[config.mk]
export PLATFORM = sky130hd
export DESIGN_NAME = id_ctrl_pipe_flat
export DESIGN_NICKNAME = d
export VERILOG_FILES = /design/src/rtl/id_ctrl_pipe_if.sv /design/src/rtl/id_ctrl_pipe.sv /design/src/flat_wrapper.sv
export SDC_FILE = /design/constraint.sdc
export NUM_CORES = 1
export LEC_CHECK = 0
export BUFFER_PORTS_ARGS = -buffer_cell sky130_fd_sc_hd__buf_2
export CORE_MARGIN = 5
export CORE_UTILIZATION = 51
export CTS_BUF_LIST = sky130_fd_sc_hd__clkbuf_4 sky130_fd_sc_hd__clkbuf_8
export CTS_CLUSTER_DIAMETER = 200
export DETAILED_ROUTE_END_ITERATION = 10
export GPL_ROUTABILITY_DRIVEN = 0
export PLACE_DENSITY_LB_ADDON = 0.12
export SLEW_MARGIN = 15
export SYNTH_ARGS = -nofsm -noshare
export SYNTH_HDL_FRONTEND = slang
export SYNTH_SLANG_ARGS = --single-unit
[constraint.sdc]
create_clock -name clk -period 2 [get_ports clk]
set_input_delay 0.1 -clock clk [delete_from_list [all_inputs] [get_ports clk]]
set_output_delay 0.1 -clock clk [all_outputs]
set_load 0.01 [all_outputs]
[src/rtl/id_ctrl_pipe_if.sv]
// ID/EXE control bus for id_ctrl_pipe: ID operands, EXE/MEM hazard taps, branch
// resolution and the registered EXE control bundle with its stall/flush handshakes.
interface id_ctrl_pipe_if #(
  parameter int OPCODE_W   = 6,
  parameter int EXE_CMD_W  = 4,
  parameter int REG_ADDR_W = 5
);
  logic                  instr_valid;
  logic [OPCODE_W-1:0]   opcode;
  logic [REG_ADDR_W-1:0] src1;
  logic [REG_ADDR_W-1:0] src2;
  logic [REG_ADDR_W-1:0] exe_dest;
  logic                  exe_wb_en;
  logic                  exe_mem_read;
  logic [REG_ADDR_W-1:0] mem_dest;
  logic                  mem_wb_en;
  logic                  branch_taken;

  logic [EXE_CMD_W-1:0]  Exe_Cmd;
  logic                  mem_read;
  logic                  mem_write;
  logic                  WB_Enable;
  logic                  is_immediate;
  logic [1:0]            Branch_Type;
  logic                  ctl_valid;
  logic                  freeze;
  logic                  flush;
  logic                  mul_busy;

  modport master (
    output instr_valid, opcode, src1, src2, exe_dest, exe_wb_en, exe_mem_read,
           mem_dest, mem_wb_en, branch_taken,
    input  Exe_Cmd, mem_read, mem_write, WB_Enable, is_immediate, Branch_Type,
           ctl_valid, freeze, flush, mul_busy
  );

  modport slave (
    input  instr_valid, opcode, src1, src2, exe_dest, exe_wb_en, exe_mem_read,
           mem_dest, mem_wb_en, branch_taken,
    output Exe_Cmd, mem_read, mem_write, WB_Enable, is_immediate, Branch_Type,
           ctl_valid, freeze, flush, mul_busy
  );
endinterface

[src/rtl/id_ctrl_pipe.sv]
// Registered ID/EXE decode control with RAW hazard stall, branch flush and MUL sequencing.
// Optional macro FORWARDING_EN: with a forwarding unit present, only load-use hazards stall.
module id_ctrl_pipe #(
  parameter int OPCODE_W   = 6,
  parameter int EXE_CMD_W  = 4,
  parameter int REG_ADDR_W = 5,
  parameter int MUL_CYCLES = 4
) (
  input  logic          clk,
  input  logic          rst,
  id_ctrl_pipe_if.slave io_bus
);
  localparam logic [OPCODE_W-1:0] OP_NOP  = OPCODE_W'(0);
  localparam logic [OPCODE_W-1:0] OP_ADD  = OPCODE_W'(1);
  localparam logic [OPCODE_W-1:0] OP_MUL  = OPCODE_W'(2);
  localparam logic [OPCODE_W-1:0] OP_SUB  = OPCODE_W'(3);
  localparam logic [OPCODE_W-1:0] OP_AND  = OPCODE_W'(5);
  localparam logic [OPCODE_W-1:0] OP_OR   = OPCODE_W'(6);
  localparam logic [OPCODE_W-1:0] OP_NOR  = OPCODE_W'(7);
  localparam logic [OPCODE_W-1:0] OP_XOR  = OPCODE_W'(8);
  localparam logic [OPCODE_W-1:0] OP_SLA  = OPCODE_W'(9);
  localparam logic [OPCODE_W-1:0] OP_SLL  = OPCODE_W'(10);
  localparam logic [OPCODE_W-1:0] OP_SRA  = OPCODE_W'(11);
  localparam logic [OPCODE_W-1:0] OP_SRL  = OPCODE_W'(12);
  localparam logic [OPCODE_W-1:0] OP_ADDI = OPCODE_W'(32);
  localparam logic [OPCODE_W-1:0] OP_SUBI = OPCODE_W'(33);
  localparam logic [OPCODE_W-1:0] OP_LD   = OPCODE_W'(36);
  localparam logic [OPCODE_W-1:0] OP_ST   = OPCODE_W'(37);
  localparam logic [OPCODE_W-1:0] OP_BEZ  = OPCODE_W'(40);
  localparam logic [OPCODE_W-1:0] OP_BNE  = OPCODE_W'(41);
  localparam logic [OPCODE_W-1:0] OP_JMP  = OPCODE_W'(42);

  localparam logic [3:0] CNT_LOAD = 4'(MUL_CYCLES - 1);

  typedef struct packed {
    logic [EXE_CMD_W-1:0] exe_cmd;
    logic                 mem_read;
    logic                 mem_write;
    logic                 wb_en;
    logic                 is_imm;
    logic [1:0]           br_type;
  } bundle_t;

  typedef enum logic {S_RUN, S_MUL_WAIT} state_t;

  function automatic bundle_t decode(input logic [OPCODE_W-1:0] op);
    bundle_t b;
    case (op)
      OP_ADD:         b = '{EXE_CMD_W'(0),  1'b0, 1'b0, 1'b1, 1'b0, 2'b00};
      OP_SUB:         b = '{EXE_CMD_W'(2),  1'b0, 1'b0, 1'b1, 1'b0, 2'b00};
      OP_AND:         b = '{EXE_CMD_W'(4),  1'b0, 1'b0, 1'b1, 1'b0, 2'b00};
      OP_OR:          b = '{EXE_CMD_W'(5),  1'b0, 1'b0, 1'b1, 1'b0, 2'b00};
      OP_NOR:         b = '{EXE_CMD_W'(6),  1'b0, 1'b0, 1'b1, 1'b0, 2'b00};
      OP_XOR:         b = '{EXE_CMD_W'(7),  1'b0, 1'b0, 1'b1, 1'b0, 2'b00};
      OP_SLA, OP_SLL: b = '{EXE_CMD_W'(8),  1'b0, 1'b0, 1'b1, 1'b0, 2'b00};
      OP_SRA:         b = '{EXE_CMD_W'(9),  1'b0, 1'b0, 1'b1, 1'b0, 2'b00};
      OP_SRL:         b = '{EXE_CMD_W'(10), 1'b0, 1'b0, 1'b1, 1'b0, 2'b00};
      OP_MUL:         b = '{EXE_CMD_W'(11), 1'b0, 1'b0, 1'b1, 1'b0, 2'b00};
      OP_ADDI:        b = '{EXE_CMD_W'(0),  1'b0, 1'b0, 1'b1, 1'b1, 2'b00};
      OP_SUBI:        b = '{EXE_CMD_W'(2),  1'b0, 1'b0, 1'b1, 1'b1, 2'b00};
      OP_LD:          b = '{EXE_CMD_W'(0),  1'b1, 1'b0, 1'b1, 1'b1, 2'b00};
      OP_ST:          b = '{EXE_CMD_W'(0),  1'b0, 1'b1, 1'b0, 1'b1, 2'b00};
      OP_BEZ:         b = '{EXE_CMD_W'(0),  1'b0, 1'b0, 1'b0, 1'b0, 2'b01};
      OP_BNE:         b = '{EXE_CMD_W'(0),  1'b0, 1'b0, 1'b0, 1'b0, 2'b10};
      OP_JMP:         b = '{EXE_CMD_W'(0),  1'b0, 1'b0, 1'b0, 1'b0, 2'b11};
      default:        b = '0;
    endcase
    return b;
  endfunction

  state_t     r_state, w_state_nxt;
  logic [3:0] r_cnt, w_cnt_nxt;
  bundle_t    r_bundle, w_bundle_nxt, w_dec;
  logic       r_valid, w_valid_nxt;
  logic       r_mul_busy, w_mul_busy_nxt;
  logic       w_freeze;
  logic       w_use_src1, w_use_src2;
  logic       w_exe_match, w_mem_match;
  logic       w_hazard;
  logic       w_unused;

  assign w_dec      = decode(io_bus.opcode);
  assign w_use_src1 = (io_bus.opcode != OP_NOP) && (io_bus.opcode != OP_JMP);
  assign w_use_src2 = ((io_bus.opcode >= OP_ADD) && (io_bus.opcode <= OP_SRL)) ||
                      (io_bus.opcode == OP_ST) || (io_bus.opcode == OP_BNE);

  // r0 is hardwired zero, so a write to it never creates a dependency.
  assign w_exe_match = (io_bus.exe_dest != '0) &&
                       ((w_use_src1 && (io_bus.src1 == io_bus.exe_dest)) ||
                        (w_use_src2 && (io_bus.src2 == io_bus.exe_dest)));
  assign w_mem_match = (io_bus.mem_dest != '0) &&
                       ((w_use_src1 && (io_bus.src1 == io_bus.mem_dest)) ||
                        (w_use_src2 && (io_bus.src2 == io_bus.mem_dest)));

`ifdef FORWARDING_EN
  assign w_hazard = io_bus.instr_valid && io_bus.exe_mem_read && w_exe_match;
  assign w_unused = ^{io_bus.exe_wb_en, io_bus.mem_wb_en, w_mem_match};
`else
  assign w_hazard = io_bus.instr_valid &&
                    ((io_bus.exe_wb_en && w_exe_match) || (io_bus.mem_wb_en && w_mem_match));
  assign w_unused = io_bus.exe_mem_read;
`endif

  always_comb begin
    // NOTE: every output of this block gets a default first, so no path can infer a latch.
    w_state_nxt    = r_state;
    w_cnt_nxt      = r_cnt;
    w_bundle_nxt   = r_bundle;
    w_valid_nxt    = r_valid;
    w_mul_busy_nxt = r_mul_busy;
    w_freeze       = 1'b0;
    case (r_state)
      S_RUN: begin
        if (io_bus.branch_taken) begin
          w_bundle_nxt   = '0;
          w_valid_nxt    = 1'b0;
          w_mul_busy_nxt = 1'b0;
        end else if (w_hazard) begin
          w_freeze       = 1'b1;
          w_bundle_nxt   = '0;
          w_valid_nxt    = 1'b0;
          w_mul_busy_nxt = 1'b0;
        end else begin
          w_bundle_nxt   = w_dec;
          w_valid_nxt    = io_bus.instr_valid;
          w_mul_busy_nxt = 1'b0;
          if (io_bus.instr_valid && (io_bus.opcode == OP_MUL)) begin
            w_state_nxt    = S_MUL_WAIT;
            w_cnt_nxt      = CNT_LOAD;
            w_mul_busy_nxt = 1'b1;
          end
        end
      end
      S_MUL_WAIT: begin
        // The bundle is still held on the exit edge, giving MUL its final EXE cycle in RUN.
        w_freeze  = 1'b1;
        w_cnt_nxt = r_cnt - 4'd1;
        if (r_cnt <= 4'd1) w_state_nxt = S_RUN;
      end
      default: w_state_nxt = S_RUN;
    endcase
  end

  always_ff @(posedge clk or posedge rst) begin
    // NOTE: sequential state uses non-blocking assignments so all registers update from pre-edge values.
    if (rst) begin
      r_state    <= S_RUN;
      r_cnt      <= '0;
      r_bundle   <= '0;
      r_valid    <= 1'b0;
      r_mul_busy <= 1'b0;
    end else begin
      r_state    <= w_state_nxt;
      r_cnt      <= w_cnt_nxt;
      r_bundle   <= w_bundle_nxt;
      r_valid    <= w_valid_nxt;
      r_mul_busy <= w_mul_busy_nxt;
    end
  end

  assign io_bus.Exe_Cmd      = r_bundle.exe_cmd;
  assign io_bus.mem_read     = r_bundle.mem_read;
  assign io_bus.mem_write    = r_bundle.mem_write;
  assign io_bus.WB_Enable    = r_bundle.wb_en;
  assign io_bus.is_immediate = r_bundle.is_imm;
  assign io_bus.Branch_Type  = r_bundle.br_type;
  assign io_bus.ctl_valid    = r_valid;
  assign io_bus.mul_busy     = r_mul_busy;
  assign io_bus.freeze       = w_freeze;
  assign io_bus.flush        = io_bus.branch_taken;
endmodule

[src/flat_wrapper.sv]
// flat-port wrapper written by rule: the top's interface ports become plain ports
module id_ctrl_pipe_flat 
#(
  parameter int OPCODE_W   = 6,
  parameter int EXE_CMD_W  = 4,
  parameter int REG_ADDR_W = 5,
  parameter int MUL_CYCLES = 4
)
  (clk, rst, io_bus_instr_valid, io_bus_opcode, io_bus_src1, io_bus_src2, io_bus_exe_dest, io_bus_exe_wb_en, io_bus_exe_mem_read, io_bus_mem_dest, io_bus_mem_wb_en, io_bus_branch_taken, io_bus_Exe_Cmd, io_bus_mem_read, io_bus_mem_write, io_bus_WB_Enable, io_bus_is_immediate, io_bus_Branch_Type, io_bus_ctl_valid, io_bus_freeze, io_bus_flush, io_bus_mul_busy);
  id_ctrl_pipe_if #(.OPCODE_W(OPCODE_W), .EXE_CMD_W(EXE_CMD_W), .REG_ADDR_W(REG_ADDR_W)) io_bus_i ();
  input  logic clk;
  input  logic rst;
  input wire logic [$bits(io_bus_i.instr_valid)-1:0] io_bus_instr_valid;
  input wire logic [$bits(io_bus_i.opcode)-1:0] io_bus_opcode;
  input wire logic [$bits(io_bus_i.src1)-1:0] io_bus_src1;
  input wire logic [$bits(io_bus_i.src2)-1:0] io_bus_src2;
  input wire logic [$bits(io_bus_i.exe_dest)-1:0] io_bus_exe_dest;
  input wire logic [$bits(io_bus_i.exe_wb_en)-1:0] io_bus_exe_wb_en;
  input wire logic [$bits(io_bus_i.exe_mem_read)-1:0] io_bus_exe_mem_read;
  input wire logic [$bits(io_bus_i.mem_dest)-1:0] io_bus_mem_dest;
  input wire logic [$bits(io_bus_i.mem_wb_en)-1:0] io_bus_mem_wb_en;
  input wire logic [$bits(io_bus_i.branch_taken)-1:0] io_bus_branch_taken;
  output wire logic [$bits(io_bus_i.Exe_Cmd)-1:0] io_bus_Exe_Cmd;
  output wire logic [$bits(io_bus_i.mem_read)-1:0] io_bus_mem_read;
  output wire logic [$bits(io_bus_i.mem_write)-1:0] io_bus_mem_write;
  output wire logic [$bits(io_bus_i.WB_Enable)-1:0] io_bus_WB_Enable;
  output wire logic [$bits(io_bus_i.is_immediate)-1:0] io_bus_is_immediate;
  output wire logic [$bits(io_bus_i.Branch_Type)-1:0] io_bus_Branch_Type;
  output wire logic [$bits(io_bus_i.ctl_valid)-1:0] io_bus_ctl_valid;
  output wire logic [$bits(io_bus_i.freeze)-1:0] io_bus_freeze;
  output wire logic [$bits(io_bus_i.flush)-1:0] io_bus_flush;
  output wire logic [$bits(io_bus_i.mul_busy)-1:0] io_bus_mul_busy;
  assign io_bus_i.instr_valid = io_bus_instr_valid;
  assign io_bus_i.opcode = io_bus_opcode;
  assign io_bus_i.src1 = io_bus_src1;
  assign io_bus_i.src2 = io_bus_src2;
  assign io_bus_i.exe_dest = io_bus_exe_dest;
  assign io_bus_i.exe_wb_en = io_bus_exe_wb_en;
  assign io_bus_i.exe_mem_read = io_bus_exe_mem_read;
  assign io_bus_i.mem_dest = io_bus_mem_dest;
  assign io_bus_i.mem_wb_en = io_bus_mem_wb_en;
  assign io_bus_i.branch_taken = io_bus_branch_taken;
  assign io_bus_Exe_Cmd = io_bus_i.Exe_Cmd;
  assign io_bus_mem_read = io_bus_i.mem_read;
  assign io_bus_mem_write = io_bus_i.mem_write;
  assign io_bus_WB_Enable = io_bus_i.WB_Enable;
  assign io_bus_is_immediate = io_bus_i.is_immediate;
  assign io_bus_Branch_Type = io_bus_i.Branch_Type;
  assign io_bus_ctl_valid = io_bus_i.ctl_valid;
  assign io_bus_freeze = io_bus_i.freeze;
  assign io_bus_flush = io_bus_i.flush;
  assign io_bus_mul_busy = io_bus_i.mul_busy;
  id_ctrl_pipe #(.OPCODE_W(OPCODE_W), .EXE_CMD_W(EXE_CMD_W), .REG_ADDR_W(REG_ADDR_W), .MUL_CYCLES(MUL_CYCLES)) u_core (.clk(clk), .rst(rst), .io_bus(io_bus_i));
endmodule
==> results.sh <==
export IMPL_arrival_ns=1.74
export IMPL_setup_tns_ns=0
export IMPL_grt_usage_pct=19.13
export IMPL_numCtsBuffers=3
export IMPL_crit_family="compound AO/OA/AOI/OAI gates"
export IMPL_tightest_slew_ns=0.6167
export IMPL_rsz0062_at_grt="no"
export IMPL_syn_inst=146
export IMPL_placed_area_sq_mm=0.001559
export IMPL_status="complete, no violations"
export IMPL_cts_tree="done"
export IMPL_ys_ff_latch=17
export IMPL_fillCellCount=226
export IMPL_async_flop_share_pct=100.0
export IMPL_cp_end_kind="output port"
export IMPL_cp_max_fo=11
export IMPL_drive_gt1_share_pct=29.63
export IMPL_cp_slowest_stage_delay_ns=0.55
export IMPL_antenna_left=0
export IMPL_syn_area_per_cell_sq_um=9.084
export IMPL_portBuffers=45
export IMPL_r2r_cells=3
export IMPL_synth_fp_nets=187
export IMPL_peakVddDrop_v=0.0007304
export IMPL_crit_chain="buf_2 -> or4_1 -> o21ai_2 -> nor4_1 -> o32ai_2 -> a21bo_2 -> o21bai_1 -> buf_2"
export IMPL_crit_type="input port to output port"
export IMPL_seq_area_frac_synth_pct=32.08
export IMPL_yosysUniqueCellTypes=37
export IMPL_antenna_found_initial=0
export IMPL_most_common_layout_cells="buf_2, dfrtp_1, xnor2_1"
export IMPL_drt_total_wl_mm=3.166
export IMPL_cpMostUsedCell="buf_2"
export IMPL_num_vias=1237
export IMPL_post_cts_buffers=0
export IMPL_wl_per_cell_microns=14.46
export IMPL_maxCapViolCount=0
export IMPL_clk_latency_ns=0.29
export IMPL_cp_endpoint="io_bus_freeze"
export IMPL_crit_buf_inv=2
export IMPL_power_leakage_nw=0.7908
export IMPL_io_pin_count=47
export IMPL_rows=18
export IMPL_clock_path_buffers=2
export IMPL_place_hpwl_mm=2.619
export IMPL_power_density_mw_per_mm2=544.6
export IMPL_worst_r2r_setup_slack_ns=0.48
export IMPL_h_tree_depth=1
export IMPL_cts_root_buf="clkbuf_4"
export IMPL_min_from="io_bus_instr_valid"
export IMPL_dieWidth_microns=61.00
export IMPL_n_antenna_cell=0
export IMPL_synth_edff_count=0
export IMPL_slew_limit_headroom_pct=58.84
export IMPL_setup_viol=0
export IMPL_via_per_inst=5.648
export IMPL_grt_max_degree=19
export IMPL_post_route_period_util_pct=91.80
export IMPL_required_ns=1.90
export IMPL_path_clk_slew_ns=0.08
export IMPL_grt_first_pass_wirelength_mm=5.361
export IMPL_regToRegStartpoint="u_core.r_state"
export IMPL_report_final_slew_viol_count=0
export IMPL_overflow=0
export IMPL_fin_skew_ns=0.01343
export IMPL_dieArea_sq_mm=0.003720
export IMPL_p_total_w=0.0008695
export IMPL_start_util_pct=53.54
export IMPL_drc=0
export IMPL_area_growth_pct=20.38
export IMPL_core_area_sq_mm=0.002477
export IMPL_place_ws_ns=0.1260
export IMPL_dieHeight_microns=61.00
export IMPL_grt_pass1_vias=1244
export IMPL_cp_slowest_cell="or4_1"
export IMPL_max_freq_mhz=544.6
export IMPL_mostFrequentLayoutCell="buf_2"
export IMPL_syn_area_sq_mm=0.001326
export IMPL_worst_r2r_endpoint="u_core.r_cnt[3]"
export IMPL_worstHoldPathType="input port to flop"
export IMPL_postLayoutCellArea_sq_mm=0.001597
export IMPL_yosys_warnings=0
export IMPL_worst_slack_ns=0.1639
export IMPL_firstDrtPassIters=4
export IMPL_synth_ff_type="dfrtp_1"
export IMPL_cts_sinks=17
export IMPL_critPathLaunchType="input port"
export IMPL_period_minus_slack_ns=1.836
export IMPL_cp_num_cells=8
export IMPL_cp_startpoint="io_bus_exe_dest[0]"
export IMPL_hold_viol=0
export IMPL_drtIter0Drc=40
export IMPL_final_nets=231
-- through the flow --
stage / cells / hold slack [ns] / util (%)
floorplan: 146 / 0.02607 / -
finish: 219 / 0.1109 / 64.44
detailed placement: 214 / 0.2114 / 62.93
global placement: 214 / 0.2025 / 62.93
global route: 219 / 0.09451 / 64.44
CTS: 219 / 0.1092 / 64.44
-- power breakdown --
part           internal [W]  leakage [nW]  switching, W
Combinational      0.000128         0.542      0.000147
Clock             0.0000744        0.0177      0.000104
Sequential         0.000381         0.231     0.0000351
Total              0.000583         0.791      0.000286
-- layer usage --
| metal | GRT usage (%) | vias up | part of all wire (%) |
|---|---|---|---|
| met5 | 0 | - | 0 |
| met4 | 4.954 | 0 | 0.98 |
| met3 | 4.043 | 4 | 5.8 |
| met2 | 32.67 | 40 | 51 |
| met1 | 24.54 | 577 | 42 |
| li1 | - | 616 | - |
-- worst register-to-register path, stage by stage (launching register included) --
cell and delay, ns:
dfrtp_1 0.57, nor4_1 0.35, nand4_1 0.27, and2_1 0.23
-- how the worst min path moves through the flow --
| stage | end | slack, ns | depth (start not counted) |
|---|---|---|---|
| 3_3_place_gp | u_core.io_bus.is_immediate | 0.20 | 2 |
| 6_report | u_core.io_bus.ctl_valid | 0.11 | 3 |
| 5_1_grt | u_core.io_bus.ctl_valid | 0.09 | 3 |
| 3_5_place_dp | u_core.io_bus.is_immediate | 0.21 | 2 |
| 2_1_floorplan | u_core.io_bus.Branch_Type[0] | 0.03 | 1 |
| 4_1_cts | u_core.io_bus.ctl_valid | 0.11 | 3 |
-- what timing repair did --
| item | CTS | global route |
|---|---|---|
| hold buffers | 1 | 0 |
| endpoints found under the setup margin | 0 | 1 |
| endpoints found under the hold margin | 17 | 0 |
| gates resized for setup | 0 | 1 |
-- flip-flops by register name, summed over array words and instances (netlist names) --
signal,cells
u_core.io_bus.Exe_Cmd,4
u_core.r_cnt,4
u_core.io_bus.Branch_Type,2
u_core.io_bus.WB_Enable,1
u_core.io_bus.ctl_valid,1
u_core.io_bus.is_immediate,1
u_core.io_bus.mem_read,1
u_core.io_bus.mem_write,1
u_core.io_bus.mul_busy,1
u_core.r_state,1
-- cells in the mapped netlist, drive strengths merged (3+ instances only) --
cell	n	area, sq um
a32o	9	90.09
dfrtp	17	425.4
nand3	6	30.03
nand2	14	52.55
nor4	7	43.79
clkbuf	7	26.28
ha	8	100.1
xnor2	15	131.4
xor2	9	78.83
nor2	5	18.77
a21oi	3	15.01
nor3	3	15.01
o21ai	8	47.54
inv	8	30.03
-- area by class of cell --
cell class / instances / area [sq um] / share of cell area [%]
clock buffers: 3 / 22.52 / 1.411
clock inverters: 1 / 5.005 / 0.3135
inverters: 8 / 30.03 / 1.881
multi-input cells: 112 / 825.8 / 51.72
flip-flops and latches: 17 / 425.4 / 26.65
well taps: 30 / 37.54 / 2.351
repair buffers: 48 / 250.2 / 15.67
-- kinds of logic (layout without fill, tap and decap cells) --
group	Yosys count	in the layout	share of synthesized area [%]
and+or+nand+nor	47	47	18.11
buffers and inverters	17	60	5.661
DFF	17	17	32.08
adders and majority gates	8	8	7.547
xor gates and xnor gates	24	24	15.85
muxes	2	2	1.604
AOI/OAI and AO/OA	31	31	19.15
No activity file was read; power rests on OpenSTA's default activity.
